==> src/rtl/noc_pkg.sv <==
// Packet layout constants and helpers shared by the NoC request arbiter.
// Latency: none (types/functions only).
// Backpressure: n/a.
package noc_pkg;

  localparam int DATA_W    = 6;
  localparam int PKT_W     = DATA_W + 5;
  localparam int SRC_LSB   = 3;
  localparam int DEST_LSB  = 1;
  localparam int VALID_BIT = 0;

  // Destination node is the regid bank: regid/16 for a 6-bit regid.
  function automatic logic [1:0] dest_of(input logic [DATA_W-1:0] regid);
    return regid[DATA_W-1 -: 2];
  endfunction

  // Packet, MSB to LSB: data, source id, dest, valid.
  function automatic logic [PKT_W-1:0] make_pkt(input logic [DATA_W-1:0] data,
                                                input logic [1:0]        id,
                                                input logic [1:0]        dest);
    logic [PKT_W-1:0] p;
    p                     = '0;
    p[PKT_W-1 -: DATA_W]  = data;
    p[SRC_LSB +: 2]       = id;
    p[DEST_LSB +: 2]      = dest;
    p[VALID_BIT]          = 1'b1;
    return p;
  endfunction

endpackage

==> src/rtl/req_fifo.sv <==
// Per-source request FIFO, FIFO_DEPTH entries of DATA_W bits.
// Latency: a push is visible at dout/empty one edge later (no bypass).
// Backpressure: full blocks push; pop on empty is ignored; push+pop together keep occupancy.
// Ports: clk, reset (async, active-high), push/din, pop/dout, full, empty.
module req_fifo #(
  parameter int DATA_W     = 6,
  parameter int FIFO_DEPTH = 4
) (
  input  logic              clk,
  input  logic              reset,
  input  logic              push,
  input  logic [DATA_W-1:0] din,
  input  logic              pop,
  output logic [DATA_W-1:0] dout,
  output logic              full,
  output logic              empty
);

  localparam int AW = $clog2(FIFO_DEPTH);

  // One extra pointer bit distinguishes full from empty when indices match.
  logic [AW:0]       wr_ptr;
  logic [AW:0]       rd_ptr;
  logic [DATA_W-1:0] mem [FIFO_DEPTH];
  logic              do_push;
  logic              do_pop;

  assign full    = (wr_ptr[AW] != rd_ptr[AW]) && (wr_ptr[AW-1:0] == rd_ptr[AW-1:0]);
  assign empty   = (wr_ptr == rd_ptr);
  assign do_push = push & ~full;
  assign do_pop  = pop & ~empty;
  assign dout    = mem[rd_ptr[AW-1:0]];

  always_ff @(posedge clk or posedge reset) begin
    if (reset) begin
      wr_ptr <= '0;
      rd_ptr <= '0;
    end else begin
      if (do_push) wr_ptr <= wr_ptr + (AW+1)'(1);
      if (do_pop)  rd_ptr <= rd_ptr + (AW+1)'(1);
    end
  end

  // Storage needs no reset: resetting the pointers discards the contents.
  always_ff @(posedge clk) begin
    if (do_push) mem[wr_ptr[AW-1:0]] <= din;
  end

endmodule

==> src/rtl/noc_request_arbiter.sv <==
// Round-robin merge of NUM_REQ regid request FIFOs onto one NoC injection port.
// Latency: push at edge N -> write=1 at edge N+1 earliest; one packet per cycle.
// Backpressure: per-source req_ready (FIFO not full); NoC full/almost_full gate issue.
// Ports: clk, reset (async, active-high), id, req_valid/req_data/req_ready,
//        full, almost_full, dataOut, write; stall_cnt when NOC_ARB_STALL_CNT_EN is defined.
module noc_request_arbiter #(
  parameter int NUM_REQ    = 4,
  parameter int DATA_W     = 6,
  parameter int WIDTH      = 11,
  parameter int FIFO_DEPTH = 4
) (
  input  logic                      clk,
  input  logic                      reset,
  input  logic [1:0]                id,
  input  logic [NUM_REQ-1:0]        req_valid,
  input  logic [NUM_REQ*DATA_W-1:0] req_data,
  output logic [NUM_REQ-1:0]        req_ready,
  input  logic                      full,
  input  logic                      almost_full,
  output logic [WIDTH-1:0]          dataOut,
  output logic                      write
`ifdef NOC_ARB_STALL_CNT_EN
  ,
  output logic [15:0]               stall_cnt
`endif
);

  import noc_pkg::*;

  localparam int PW = (NUM_REQ > 1) ? $clog2(NUM_REQ) : 1;

  logic [NUM_REQ-1:0] fifo_full;
  logic [NUM_REQ-1:0] fifo_empty;
  logic [NUM_REQ-1:0] pop;
  logic [DATA_W-1:0]  head [NUM_REQ];
  logic [PW-1:0]      ptr;
  logic [PW-1:0]      grant;
  logic               any_req;
  logic               can_issue;
  logic               issue;
  logic [DATA_W-1:0]  grant_data;

  for (genvar i = 0; i < NUM_REQ; i++) begin : g_src
    // The FIFO ignores push while full, so this equals req_valid & req_ready.
    req_fifo #(
      .DATA_W     (DATA_W),
      .FIFO_DEPTH (FIFO_DEPTH)
    ) u_fifo (
      .clk   (clk),
      .reset (reset),
      .push  (req_valid[i]),
      .din   (req_data[i*DATA_W +: DATA_W]),
      .pop   (pop[i]),
      .dout  (head[i]),
      .full  (fifo_full[i]),
      .empty (fifo_empty[i])
    );
    assign req_ready[i] = ~fifo_full[i];
  end

  // A write already in flight takes the NoC's last free slot, so with
  // write high we may only issue again if more than one slot is free.
  assign can_issue = (write & ~almost_full) | (~write & ~full);
  assign issue     = can_issue & any_req;

  // First non-empty FIFO at or after ptr, wrapping modulo NUM_REQ.
  always_comb begin
    logic [PW-1:0] scan;
    grant   = '0;
    any_req = 1'b0;
    scan    = '0;
    for (int k = 0; k < NUM_REQ; k++) begin
      scan = ptr + PW'(k);
      if (!any_req && !fifo_empty[scan]) begin
        grant   = scan;
        any_req = 1'b1;
      end
    end
  end

  assign grant_data = head[grant];

  always_comb begin
    pop = '0;
    if (issue) pop[grant] = 1'b1;
  end

  always_ff @(posedge clk or posedge reset) begin
    if (reset) begin
      dataOut <= '0;
      write   <= 1'b0;
      ptr     <= '0;
    end else if (issue) begin
      write   <= 1'b1;
      dataOut <= make_pkt(grant_data, id, dest_of(grant_data));
      ptr     <= grant + PW'(1);
    end else begin
      write   <= 1'b0;
    end
  end

`ifdef NOC_ARB_STALL_CNT_EN
  // Cycles where work was waiting but the NoC refused it; saturating.
  always_ff @(posedge clk or posedge reset) begin
    if (reset) begin
      stall_cnt <= '0;
    end else if (any_req && !can_issue && stall_cnt != 16'hFFFF) begin
      stall_cnt <= stall_cnt + 16'd1;
    end
  end
`endif

endmodule

==> config.mk <==
export PLATFORM = sky130hd
export DESIGN_NAME = noc_request_arbiter
export DESIGN_NICKNAME = d
export VERILOG_FILES = /design/src/rtl/noc_pkg.sv /design/src/rtl/req_fifo.sv /design/src/rtl/noc_request_arbiter.sv
export SDC_FILE = /design/constraint.sdc
export NUM_CORES = 1
export LEC_CHECK = 0
export CAP_MARGIN = 25
export CELL_PAD_IN_SITES_DETAIL_PLACEMENT = 0
export CELL_PAD_IN_SITES_GLOBAL_PLACEMENT = 1
export CORE_ASPECT_RATIO = 0.5
export CORE_UTILIZATION = 49
export CTS_CLUSTER_DIAMETER = 50
export CTS_CLUSTER_SIZE = 28
export DETAILED_ROUTE_END_ITERATION = 7
export PLACE_DENSITY = 0.81
export SYNTH_ARGS = -nofsm -noshare
export SYNTH_HDL_FRONTEND = slang
export SYNTH_HIERARCHICAL = 1
export SYNTH_SLANG_ARGS = --single-unit
==> constraint.sdc <==
create_clock -name clk -period 3.3 [get_ports clk]
set_input_delay 0.66 -clock clk [delete_from_list [all_inputs] [get_ports clk]]
set_output_delay 0.66 -clock clk [all_outputs]
set_load 0.1 [all_outputs]
# Yosys cells after proc, flatten, opt, wreduce, memory -nomap -nowiden
# Memories as Yosys holds them, arrays and structs flattened.
# Cells that the tools add are included.
# totals
memories,4
elab_cells,114
regBits,38
ram_bits,96
# op_classes
reduce_logical,13
muxes,31
eq_ne,12
n_addsub,12
magnitude_cmp,7
bitwise,24
# memory_table
name,depth,width,rd,rd_clocked_by_memory_dff,wr,line,rtl
g_src[0].u_fifo.mem,4,6,1,0,1,req_fifo.sv:24,logic [DATA_W-1:0] mem [FIFO_DEPTH];
g_src[1].u_fifo.mem,4,6,1,0,1,req_fifo.sv:24,
g_src[2].u_fifo.mem,4,6,1,0,1,req_fifo.sv:24,
g_src[3].u_fifo.mem,4,6,1,0,1,req_fifo.sv:24,
# ops
cell,n
3-bit by 1-bit adder with 3-bit output (second input constant),8
1-bit 2-to-1 mux,18
2-bit by 3-bit < comparator with 1-bit output (second input constant),5
6-bit binary-select mux with 2-bit select,1
3-bit == test,4
6-bit 2-to-1 mux,2
1-bit AND,11
1-bit NOT,11
1-bit binary-select mux with 2-bit select,4
2-bit == test,4
1-bit logical AND,8
2-bit 2-to-1 mux,4
1-bit zero test,5
2-bit by 1-bit adder with 2-bit output (second input constant),2
2-bit adder (second input constant),2
4-bit 2-to-1 mux,1
1-bit != test,4
3-bit greater-or-equal comparator (second input constant),1
2-bit NOT with 3-bit output,1
1-bit demux with 2-bit select,1
2-bit by 1-bit greater-or-equal comparator with 1-bit output (second input constant),1
1-bit OR,1

# Depth between registers and ports, before layout
# Gate-level depths: netlist of run 1.
# depth
depth_word,18
mapped_depth,13
depth_no_buf,10

# Modules after synthesis
# Netlist of run 1, hierarchy kept.
# by_module_without_submodules
mod,cells_each,area_per_inst_um2,n_inst
req_fifo at g_src[0].u_fifo ...,81,1373.8,3
req_fifo at g_src[3].u_fifo,81,1386.3,1
noc_request_arbiter,76,780.7,1

# Worst setup path after synthesis of run 1
# Ideal clock, no wire load.
# synth_path
kind,reg2reg
start,register g_src[2].u_fifo.rd_ptr[0]
end,register g_src[3].u_fifo.rd_ptr[1]
stages_incl_launch_ff,14
arrival_ps,2624
n_path_buf,3
t_required_ps,3171
setup_time_ps,129
slack_ps,547
path_cell_list,dfrtp_1 buf_6 xor2_2 nor3_1 mux2i_1 a221o_1 buf_6 buf_12 inv_2 nand2_1 nor3_1 nand2b_1 a21oi_1 a211oi_2
# synth_via
elab_chain_len,18
word_cells_on_any_way,33
classes_between,2 x order compare; 1 x eq/ne; 19 x mux; 2 x bitwise; 9 x reduce/logical
# synth_lines
item,line,rtl
"start, declared",req_fifo.sv:23,logic [AW:0] rd_ptr;
"start signal, assigned",req_fifo.sv:40,if (do_pop) rd_ptr <= rd_ptr + (AW+1)'(1);
3-bit == test (*),req_fifo.sv:29,assign empty = (wr_ptr == rd_ptr);
via fifo_empty[2],noc_request_arbiter.sv:33,logic [NUM_REQ-1:0] fifo_empty;
1-bit binary-select mux with 2-bit select,noc_request_arbiter.sv:74,if (!any_req && !fifo_empty[scan]) begin
1-bit 2-to-1 mux (not written as such),noc_request_arbiter.sv:74,
1-bit zero test,noc_request_arbiter.sv:74,
1-bit logical AND,noc_request_arbiter.sv:74,
1-bit 2-to-1 mux,noc_request_arbiter.sv:74,
1-bit zero test,noc_request_arbiter.sv:74,
[4 not listed],n/a,
2-bit 2-to-1 mux,noc_request_arbiter.sv:74,
2-bit by 3-bit < comparator with 1-bit output (not written as such) / 2-bit by 1-bit greater-or-equal comparator with 1-bit output (equally long branches),noc_request_arbiter.sv:85,if (issue) pop[grant] = 1'b1;
1-bit logical AND (not written as such),noc_request_arbiter.sv:85,
1-bit 2-to-1 mux (not written as such),noc_request_arbiter.sv:85,
1-bit demux with 2-bit select,noc_request_arbiter.sv:85,
4-bit 2-to-1 mux (*),noc_request_arbiter.sv:85,
via pop[3],noc_request_arbiter.sv:34,logic [NUM_REQ-1:0] pop;
1-bit AND (*),req_fifo.sv:31,assign do_pop = pop & ~empty;
"end signal, assigned",req_fifo.sv:40,
"end, declared",req_fifo.sv:23,
# Mark *: on every way through the listed nets, which the timed path passes. The rest lies on a longest branch. The select of a mux whose other input is x is not followed.
# A chain may end at the register's enable or synchronous reset.

# Worst setup path in the final report of run 1
# layout_path
start,register g_src[0].u_fifo.wr_ptr[0]
end,register g_src[3].u_fifo.rd_ptr[1]
# layout_via
elab_chain_len,18
word_cells_on_any_way,33
classes_between,2 x order compare; 1 x eq/ne; 19 x mux; 2 x bitwise; 9 x reduce/logical
# layout_lines
item,line,rtl
"start, declared",req_fifo.sv:22,logic [AW:0] wr_ptr;
"start signal, assigned",req_fifo.sv:39,if (do_push) wr_ptr <= wr_ptr + (AW+1)'(1);
3-bit == test (*),req_fifo.sv:29,
via fifo_empty[0],noc_request_arbiter.sv:33,
1-bit binary-select mux with 2-bit select,noc_request_arbiter.sv:74,
1-bit 2-to-1 mux (not written as such),noc_request_arbiter.sv:74,
1-bit zero test,noc_request_arbiter.sv:74,
1-bit logical AND,noc_request_arbiter.sv:74,
1-bit 2-to-1 mux,noc_request_arbiter.sv:74,
1-bit zero test,noc_request_arbiter.sv:74,
[4 not listed],n/a,
2-bit 2-to-1 mux,noc_request_arbiter.sv:74,
2-bit by 3-bit < comparator with 1-bit output (not written as such) / 2-bit by 1-bit greater-or-equal comparator with 1-bit output (equally long branches),noc_request_arbiter.sv:85,
1-bit logical AND (not written as such),noc_request_arbiter.sv:85,
1-bit 2-to-1 mux (not written as such),noc_request_arbiter.sv:85,
1-bit demux with 2-bit select,noc_request_arbiter.sv:85,
4-bit 2-to-1 mux (*),noc_request_arbiter.sv:85,
via pop[3],noc_request_arbiter.sv:34,
1-bit AND (*),req_fifo.sv:31,
# Marked as above.

==> summary by stage, run 1 <==
Worst setup path
The critical path goes through xor2_2, nor3_1, mux2i_1, a221o_1, inv_2, nand2_1, nor3_1, nand2b_1, a21oi_1, a211oi_2. The critical path in this run is classified as flip-flop to flip-flop. In this design, the critical path's most frequently occurring cell is nor3_1.

The cell with the largest stage delay on the worst path is nor3_1. The largest driver fanout on the critical path is 6. Data arrives at the worst endpoint at 3.22 ns. STA classifies the critical path endpoint as a flip-flop. Data on the critical path is required at its endpoint by 3.59 ns. STA classifies the critical path startpoint as a flip-flop. Broken down by cell family, the worst path's largest delay share belongs to simple AND/OR/NAND/NOR gates. Together, buffers and inverters on the worst path number 1.

In this design, the stage delay of the slowest critical-path cell is 0.58 ns.

Timing
The setup TNS is 0 ns. In the finished design, the share of the clock period the worst path needs comes to 0.888. The worst-case clock skew is 0.00912 ns. The final worst-path setup slack is 0.370 ns. The worst-case headroom to the max-slew limit is 0.567.

The slew at the pin with the worst max-slew slack is 0.644 ns. The count of pins over their slew limit is 0. Setup violations remaining at the end of the flow were counted as 0. Based on the critical path, the design can be clocked at up to 0.341 GHz. Setup repair after global routing left no endpoint under its margin.

The final-report hold violation count is 0. For the finished layout, the period the worst path requires is 2.93 ns.

Worst hold path
The worst min-delay path class is flip-flop to flip-flop.

Route
The detailed-route via count is 3603. After detailed routing, the number of remaining DRC violations is 0. After detailed routing, the number of vias per cell comes to 5.58. The first detailed-routing pass took 4 iterations. The routed length per instance is 19.1 um. The iteration-0 DRC count of the detailed router is 250. The number of antenna-violating nets in the routed design is 0. Summed over all layers, the routed wires come to 12.3 mm.

CTS
CTS saw 132 sinks. The clock tree from TritonCTS is yes. The CTS buffer count is 17.

The number of buffers between clock root and the deepest sink is 2. The H-tree generated during clock tree synthesis spans 4 levels. In this run, post-CTS hold repair placed 0 buffers. Buffers added to address setup during post-CTS repair amount to 0. The number of resized instances in the post-cts repair step is 0. The tree is rooted in a clkbuf_16.

Clock latency on the worst-skew pair, taken at its later pin, is 0.42 ns. The clock edge transition at the registers on the reported setup and hold paths is 0.06 ns.

Synthesis
Counting every instance in the synthesized netlist gives 400. The cell area after technology mapping is 0.00629 mm^2. After synthesis, the share of flip-flops with an asynchronous set or reset is 0.273.

The number of nets handed over by synthesis was 454. The number of distinct library cells after synthesis is 43. The register bit count reported by yosys is 132. The Yosys step of the flow raised 6 warnings. The post-synthesis area per instance is 15.7 um^2. Of the synthesized area, sequential elements account for 0.602. The number of flops mapped to enable cells by yosys is 96.

The share of synthesized area in the top cell type comes to 0.458. The most used flip-flop cell after synthesis is edfxtp_1. Ranked by instance count, the synthesized netlist is headed by edfxtp_1 (96), dfrtp_1 (36), inv_1 (27), mux4_2 (24), a21oi_1 (23). The cell taking the most area after synthesis is edfxtp_1. Sorting the synthesized cells by area gives the leading types as edfxtp_1 (46%), dfrtp_1 (14%), mux4_2 (8.6%), ha_1 (4.0%), xnor2_1 (2.4%). The library cell with the highest instance count after synthesis is edfxtp_1.

Cells and area
The number of antenna repair diodes is 0. The final standard cell count with taps included and fillers excluded is 646. The number of filler instances in the final layout is 912. Relative to the synthesized area, the layout overhead comes to 20.1%.

Of the cells placed in the final design, the portion with a size suffix greater than 1 is 0.249. At the end of the flow, the number of nets in the layout was 522. The area of all placed cells without fillers is 0.00755 mm^2.

Power
Summed over all nets, the switching power comes to 3.52 mW. The internal portion of the total power is 5.06 mW. The share of total power dissipated in sequential elements is 0.300. The net switching share of the total power is 0.410. Dividing total power by cell area gives a power density of 1140 mW/mm^2. The leakage power total is 2.86 nW. After layout, the design draws a total of 8.58 mW. The relative contribution of the clock network to total power is 0.236.

The peak supply drop is 0.562 mV. The logic gate share of total power is 0.463.

Global route
The wire length of the first global-routing pass is 19.4 mm. The number of global-route vias before repair is 3537. Entering global routing, the biggest net connects 17 pins. Global routing finished with a remaining overflow of 0. The initial antenna violation count is 0. The aggregate global-route resource usage is 0.203.

Floorplan
The floorplan die area is 0.0133 mm^2. The initial core utilization is 0.517. The region available for standard cell placement spans 0.0122 mm^2. In this run the horizontal extent of the chip is 162 um. The count of pins on the block boundary is 50.

The height of the chip is 82.1 um. The initialized floorplan defines 28 standard-cell rows.

Placed design
The wire-length estimate of the detail-placed layout is 8.67 mm. Port buffering added 49 buffers. Before CTS, the worst setup slack after placement is 0.405 ns. The congestion estimate from routability-driven global placement came to 0.823. The placed instances occupy a cell area of 0.00691 mm^2.

In this run, placement finished with an instance count of 614.

Flow run
Max-cap violations in this run came to 0.

Run status
The run finished with clean final reports.
-- per-stage QoR --
| step | utilization | hold WS [ns] |
|---|---|---|
| 2_1_floorplan | - | 0.451 |
| 3_3_place_gp | 0.569 | 0.477 |
| 3_5_place_dp | 0.569 | 0.475 |
| 4_1_cts | 0.621 | 0.489 |
| 5_1_grt | 0.621 | 0.500 |
| 6_report | 0.621 | 0.483 |
-- layout make-up --
type	instances	area [um^2]	share of cell area
clock inverters	14	210	0.0278
inverters	28	105	0.0139
well taps	165	206	0.0273
repair buffers	62	548	0.0726
multi-input cells	227	2270	0.301
flip-flops and latches	132	3780	0.501
clock buffers	18	429	0.0568
-- cell families (layout without fill, tap and decap cells) --
logic type | count (synthesis) | count (layout) | synth area share
multiplexers | 40 | 40 | 0.112
AND/OR/NAND/NOR | 58 | 58 | 0.0535
flip-flops | 132 | 132 | 0.602
buffers and inverters | 41 | 122 | 0.0374
AO/OA/AOI/OAI | 72 | 72 | 0.0897
XOR/XNOR | 37 | 37 | 0.0659
adder cells (fa/ha/maj) | 20 | 20 | 0.0398
-- flip-flops by register name (all words and copies together) (netlist names) --
name / flops
ptr: 2
dataOut: 9
g_src.u_fifo/wr_ptr: 12
g_src.u_fifo/mem: 96
g_src.u_fifo/rd_ptr: 12
write: 1
-- power by group through the flow --
stage / logic [mW] / clock network [mW] / registers [mW]
floorplan: 2.92 / 0 / 2.83
global placement: 3.94 / 0 / 2.59
detailed placement: 3.96 / 0 / 2.61
CTS: 3.99 / 2.06 / 2.58
global route: 4.28 / 2.12 / 2.63
finish: 3.98 / 2.03 / 2.58
-- metal layers --
metal | global-route usage | vias to the layer above | wire (um)
met5 | 0 | - | 0
met4 | 0.0821 | 0 | 152
met3 | 0.0534 | 13 | 620
met2 | 0.297 | 94 | 5550
met1 | 0.291 | 1841 | 6000
li1 | - | 1655 | -
-- worst paths after layout --
kind / startpoint / endpoint / slack [ns] / cells past startpoint
max: g_src[0].u_fifo/wr_ptr[0] / g_src[3].u_fifo/rd_ptr[1] / 0.37 / 10
min: dataOut[0] / dataOut[0] / 0.48 / 1
max reg2reg: g_src[0].u_fifo/wr_ptr[0] / g_src[3].u_fifo/rd_ptr[1] / 0.37 / 10
min reg2reg: dataOut[0] / dataOut[0] / 0.48 / 1
max in group asynchronous: reset / dataOut[6] / 2.12 / 2
min in group asynchronous: reset / g_src[1].u_fifo/wr_ptr[1] / 0.75 / 2
-- cells in the final DEF, fill, tap and decap left out, drive strengths merged --
master / netlist / final
edfxtp: 96 / 96
dfrtp: 36 / 36
clkdlybuf4s50: 0 / 33
buf: 13 / 29
inv: 28 / 28
mux4: 24 / 24
a21oi: 23 / 23
xnor2: 21 / 21
ha: 20 / 20
clkbuf: 0 / 18
o31ai: 17 / 17
xor2: 16 / 16
mux2i: 13 / 13
and3: 12 / 12
nor2: 8 / 8
nand2: 8 / 8
nand2b: 8 / 8
a211oi: 8 / 8
a31oi: 8 / 8
nor3: 7 / 7
nand3: 7 / 7
clkinv: 0 / 7
o2bb2ai: 6 / 6
bufinv: 0 / 5
mux2: 3 / 3
and2: 3 / 3
a21o: 3 / 3
o21a: 2 / 2
clkinvlp: 0 / 2
a41oi: 1 / 1
or2b: 1 / 1
o21ai: 1 / 1
and2b: 1 / 1
o21bai: 1 / 1
and3b: 1 / 1
a221o: 1 / 1
nor3b: 1 / 1
or2: 1 / 1
a21boi: 1 / 1
(Power assumes the default switching activity.)
==> run 2: changes to the inputs <==
--- a/config.mk
+++ b/config.mk
@@ -5,7 +5,7 @@
 export SDC_FILE = /design/constraint.sdc
 export NUM_CORES = 1
 export LEC_CHECK = 0
-export CAP_MARGIN = 25
+export CAP_MARGIN = 20
 export CELL_PAD_IN_SITES_DETAIL_PLACEMENT = 0
 export CELL_PAD_IN_SITES_GLOBAL_PLACEMENT = 1
 export CORE_ASPECT_RATIO = 0.5
==> results of run 2 <==
Final layout, timing and power as in run 1 (identical DEF).
==> run 3: changes to the inputs <==
==> constraint.sdc (replaced) <==
create_clock -name clk -period 3.3 [get_ports clk]
set_input_delay 0.66 -clock clk [delete_from_list [all_inputs] [get_ports clk]]
set_output_delay 0.66 -clock clk [all_outputs]
set_load 0.005 [all_outputs]
==> run 3 against run 2 <==
Clock-buffer cell count is the same. Sequential power barely moved. Critical path type unchanged. Die area stayed put. Clock power decreased by 8%. Worst hold slack gained 0.0010 ns. Register-to-register slack got worse by 0.06 ns. Largest cell class unchanged. Via count down 0.89%. Sequential cell count unchanged. Design area unchanged. Critical path depth stayed put. Routed wire length down 0.62%. Sequential share of layout area unchanged.
==> summary by stage, run 3 (same netlist as run 1, synthesis figures left out) <==
Route
The via density per instance came to 5.52 (-1.0%). The routed length per instance is 18.9 um (-0.77%). The number of remaining DRC errors is 0 (unchanged). The number of optimization iterations in the first detailed-route pass is 4 (unchanged).

The post-detailed-routing wire length is 12.3 mm (-0.62%). The iteration-0 DRC count of the detailed router is 251 (+0.40%). The detailed-route via count came to 3571 (-0.89%).

The number of antenna-violating nets in the routed design is 0 (unchanged).

Cells and area
In the layout the commonest cells are edfxtp_1 (96), clkdlybuf4s50_1 (49), dfrtp_1 (36). The layout cell share with drive strength beyond 1 is 0.218 (-0.0316). The final standard cell count with taps included and fillers excluded is 647 (+0.15%). The number of antenna repair diodes is 0 (unchanged). The library cell used most frequently in the layout, excluding fill and tap cells, is edfxtp_1.

The area added between synthesis and finish was 20.1% (unchanged). The final-stage net count is 523 (+0.19%). The flip-flop count of the largest register, all copies and words added is 96 (unchanged). The core occupancy in the finished layout is 0.621 (unchanged). The area of all placed cells without fillers is 0.00755 mm^2 (unchanged).

Global route
The wire length of the first global-routing pass came to 19.3 mm (-0.25%). The aggregate global-route resource usage was 0.201 (-0.00225). The initial antenna violation count is 0 (unchanged).

The total congestion overflow came to 0 (unchanged). The pin count of the biggest net entering global routing came to 17 (unchanged). The number of global-route vias before repair was 3603 (+1.9%).

Timing
The worst-case headroom to the max-slew limit is 0.592 (+0.0249). The final critical delay including setup and external delays is 2.99 ns (+0.0624 ns). The number of failing setup endpoints in the final timing report is 0 (unchanged).

The fmax is 0.334 GHz (-2.1%). The worst-case clock skew is 0.00686 ns (-0.00227 ns). The share of the clock period used by the worst path is 0.907 (+0.0189). The final-report hold violation count is 0 (unchanged). The slew at the pin with the worst max-slew slack is 0.607 ns (-0.0370 ns). Setup repair after global routing left no endpoint under its margin.

The setup TNS is 0 ns (unchanged). The count of pins over their slew limit came to 0 (unchanged).

CTS
The tree is rooted in a clkbuf_16. The sink count of the clock tree is 132 (unchanged). The number of resized instances in the post-cts repair step is 0 (unchanged).

The number of hold-repair buffers added at the cts stage is 0 (unchanged). TritonCTS built the clock tree. The CTS buffer count is 17 (unchanged). The maximum level of the CTS H-tree is 4 (unchanged). The number of buffers inserted to repair setup after CTS came to 0 (unchanged). The clock edge transition at the registers on the reported setup and hold paths was 0.06 ns (about the same). The source-to-sink clock delay at the later pin of the worst-skew pair is 0.41 ns (about the same). The number of buffers between clock root and the deepest sink was 2 (unchanged).

Floorplan
The initial core utilization is 0.517 (unchanged). The floorplan die area was 0.0133 mm^2 (unchanged). The x dimension of the die came to 162 um (unchanged).

The count of pins on the block boundary is 50 (unchanged). The core region area is 0.0122 mm^2 (unchanged). The cell row count was 28 (unchanged).

The height of the chip is 82.1 um (unchanged).

Placed design
The detailed-placement wirelength estimate is 8.71 mm (+0.52%). The placed standard-cell area is 0.00696 mm^2 (+0.69%). The number of buffer cells added on primary ports was 49 (unchanged). The routability congestion estimate is 0.831 (+1.0%). The number of placed cells counting well taps is 615 (+0.16%).

Power
The peak supply drop is 0.538 mV (-4.4%). The post-route total power is 7.78 mW (-9.4%). The leakage power total is 2.83 nW (-0.95%). The ratio of total power to cell area came to 1030 mW/mm^2 (-9.4%).

Worst setup path
STA classifies the critical path startpoint as a flip-flop. The endpoint class of the critical path is a flip-flop. The required time at the worst-slack endpoint was 3.58 ns (about the same).

The largest driver fanout on the critical path is 6 (unchanged). The critical path arrival is 3.27 ns (+0.05 ns). The kind of critical path is flip-flop to flip-flop.

Run status
The run finished with clean final reports.

Flow run
The total of max-cap violations is 0 (unchanged).

Worst hold path
The min-delay analysis places its worst path in the category flip-flop to flip-flop.
## run 3: where the power goes
| part | switching [mW] | internal, mW | total (mW) |
|---|---|---|---|
| combinational | 1.81 | 1.53 | 3.33 |
| clock | 0.684 | 1.18 | 1.87 |
| sequential | 0.328 | 2.25 | 2.58 |
## run 3: layout make-up
class,instances,area (um^2)
sequential,132,3780
fill,892,4600
inverter,28,105
clock inverter,14,163
multi-input combinational,227,2270
clock buffer,18,429
timing repair buffer,63,596
tap,165,206
## run 3: final timing paths
kind / slack, ns / to / from / cells after the start
worst max-delay path: 0.31 / g_src[3].u_fifo/rd_ptr[1] / g_src[0].u_fifo/wr_ptr[0] / 10
worst min-delay path: 0.48 / dataOut[0] / dataOut[0] / 1
worst max register to register: 0.31 / g_src[3].u_fifo/rd_ptr[1] / g_src[0].u_fifo/wr_ptr[0] / 10
worst min register to register: 0.48 / dataOut[0] / dataOut[0] / 1
max in group asynchronous: 2.06 / ptr[1] / reset / 2
min in group asynchronous: 0.82 / g_src[0].u_fifo/rd_ptr[0] / reset / 2
## run 3: through the flow
stage,hold WS (ns),worst slack [ns]
floorplan,0.451,0.547
global placement,0.451,0.507
detailed placement,0.462,0.362
CTS,0.487,0.323
global route,0.488,0.0649
finish,0.484,0.307
## run 3: worst max-delay path, stage by stage (launching register included)
cell and delay, ns:
dfrtp_1 0.49, xor2_2 0.22, nor3_1 0.55, mux2i_1 0.15
a221o_1 0.44, inv_2 0.09, nand2_1 0.08, nor3_1 0.43
nand2b_1 0.18, a21oi_1 0.19, a211oi_2 0.05
## run 3: routing by layer
metal,track usage,share of wire
met4,0.0708,0.012
met5,0,0
met2,0.307,0.46
met3,0.0420,0.033
met1,0.288,0.49
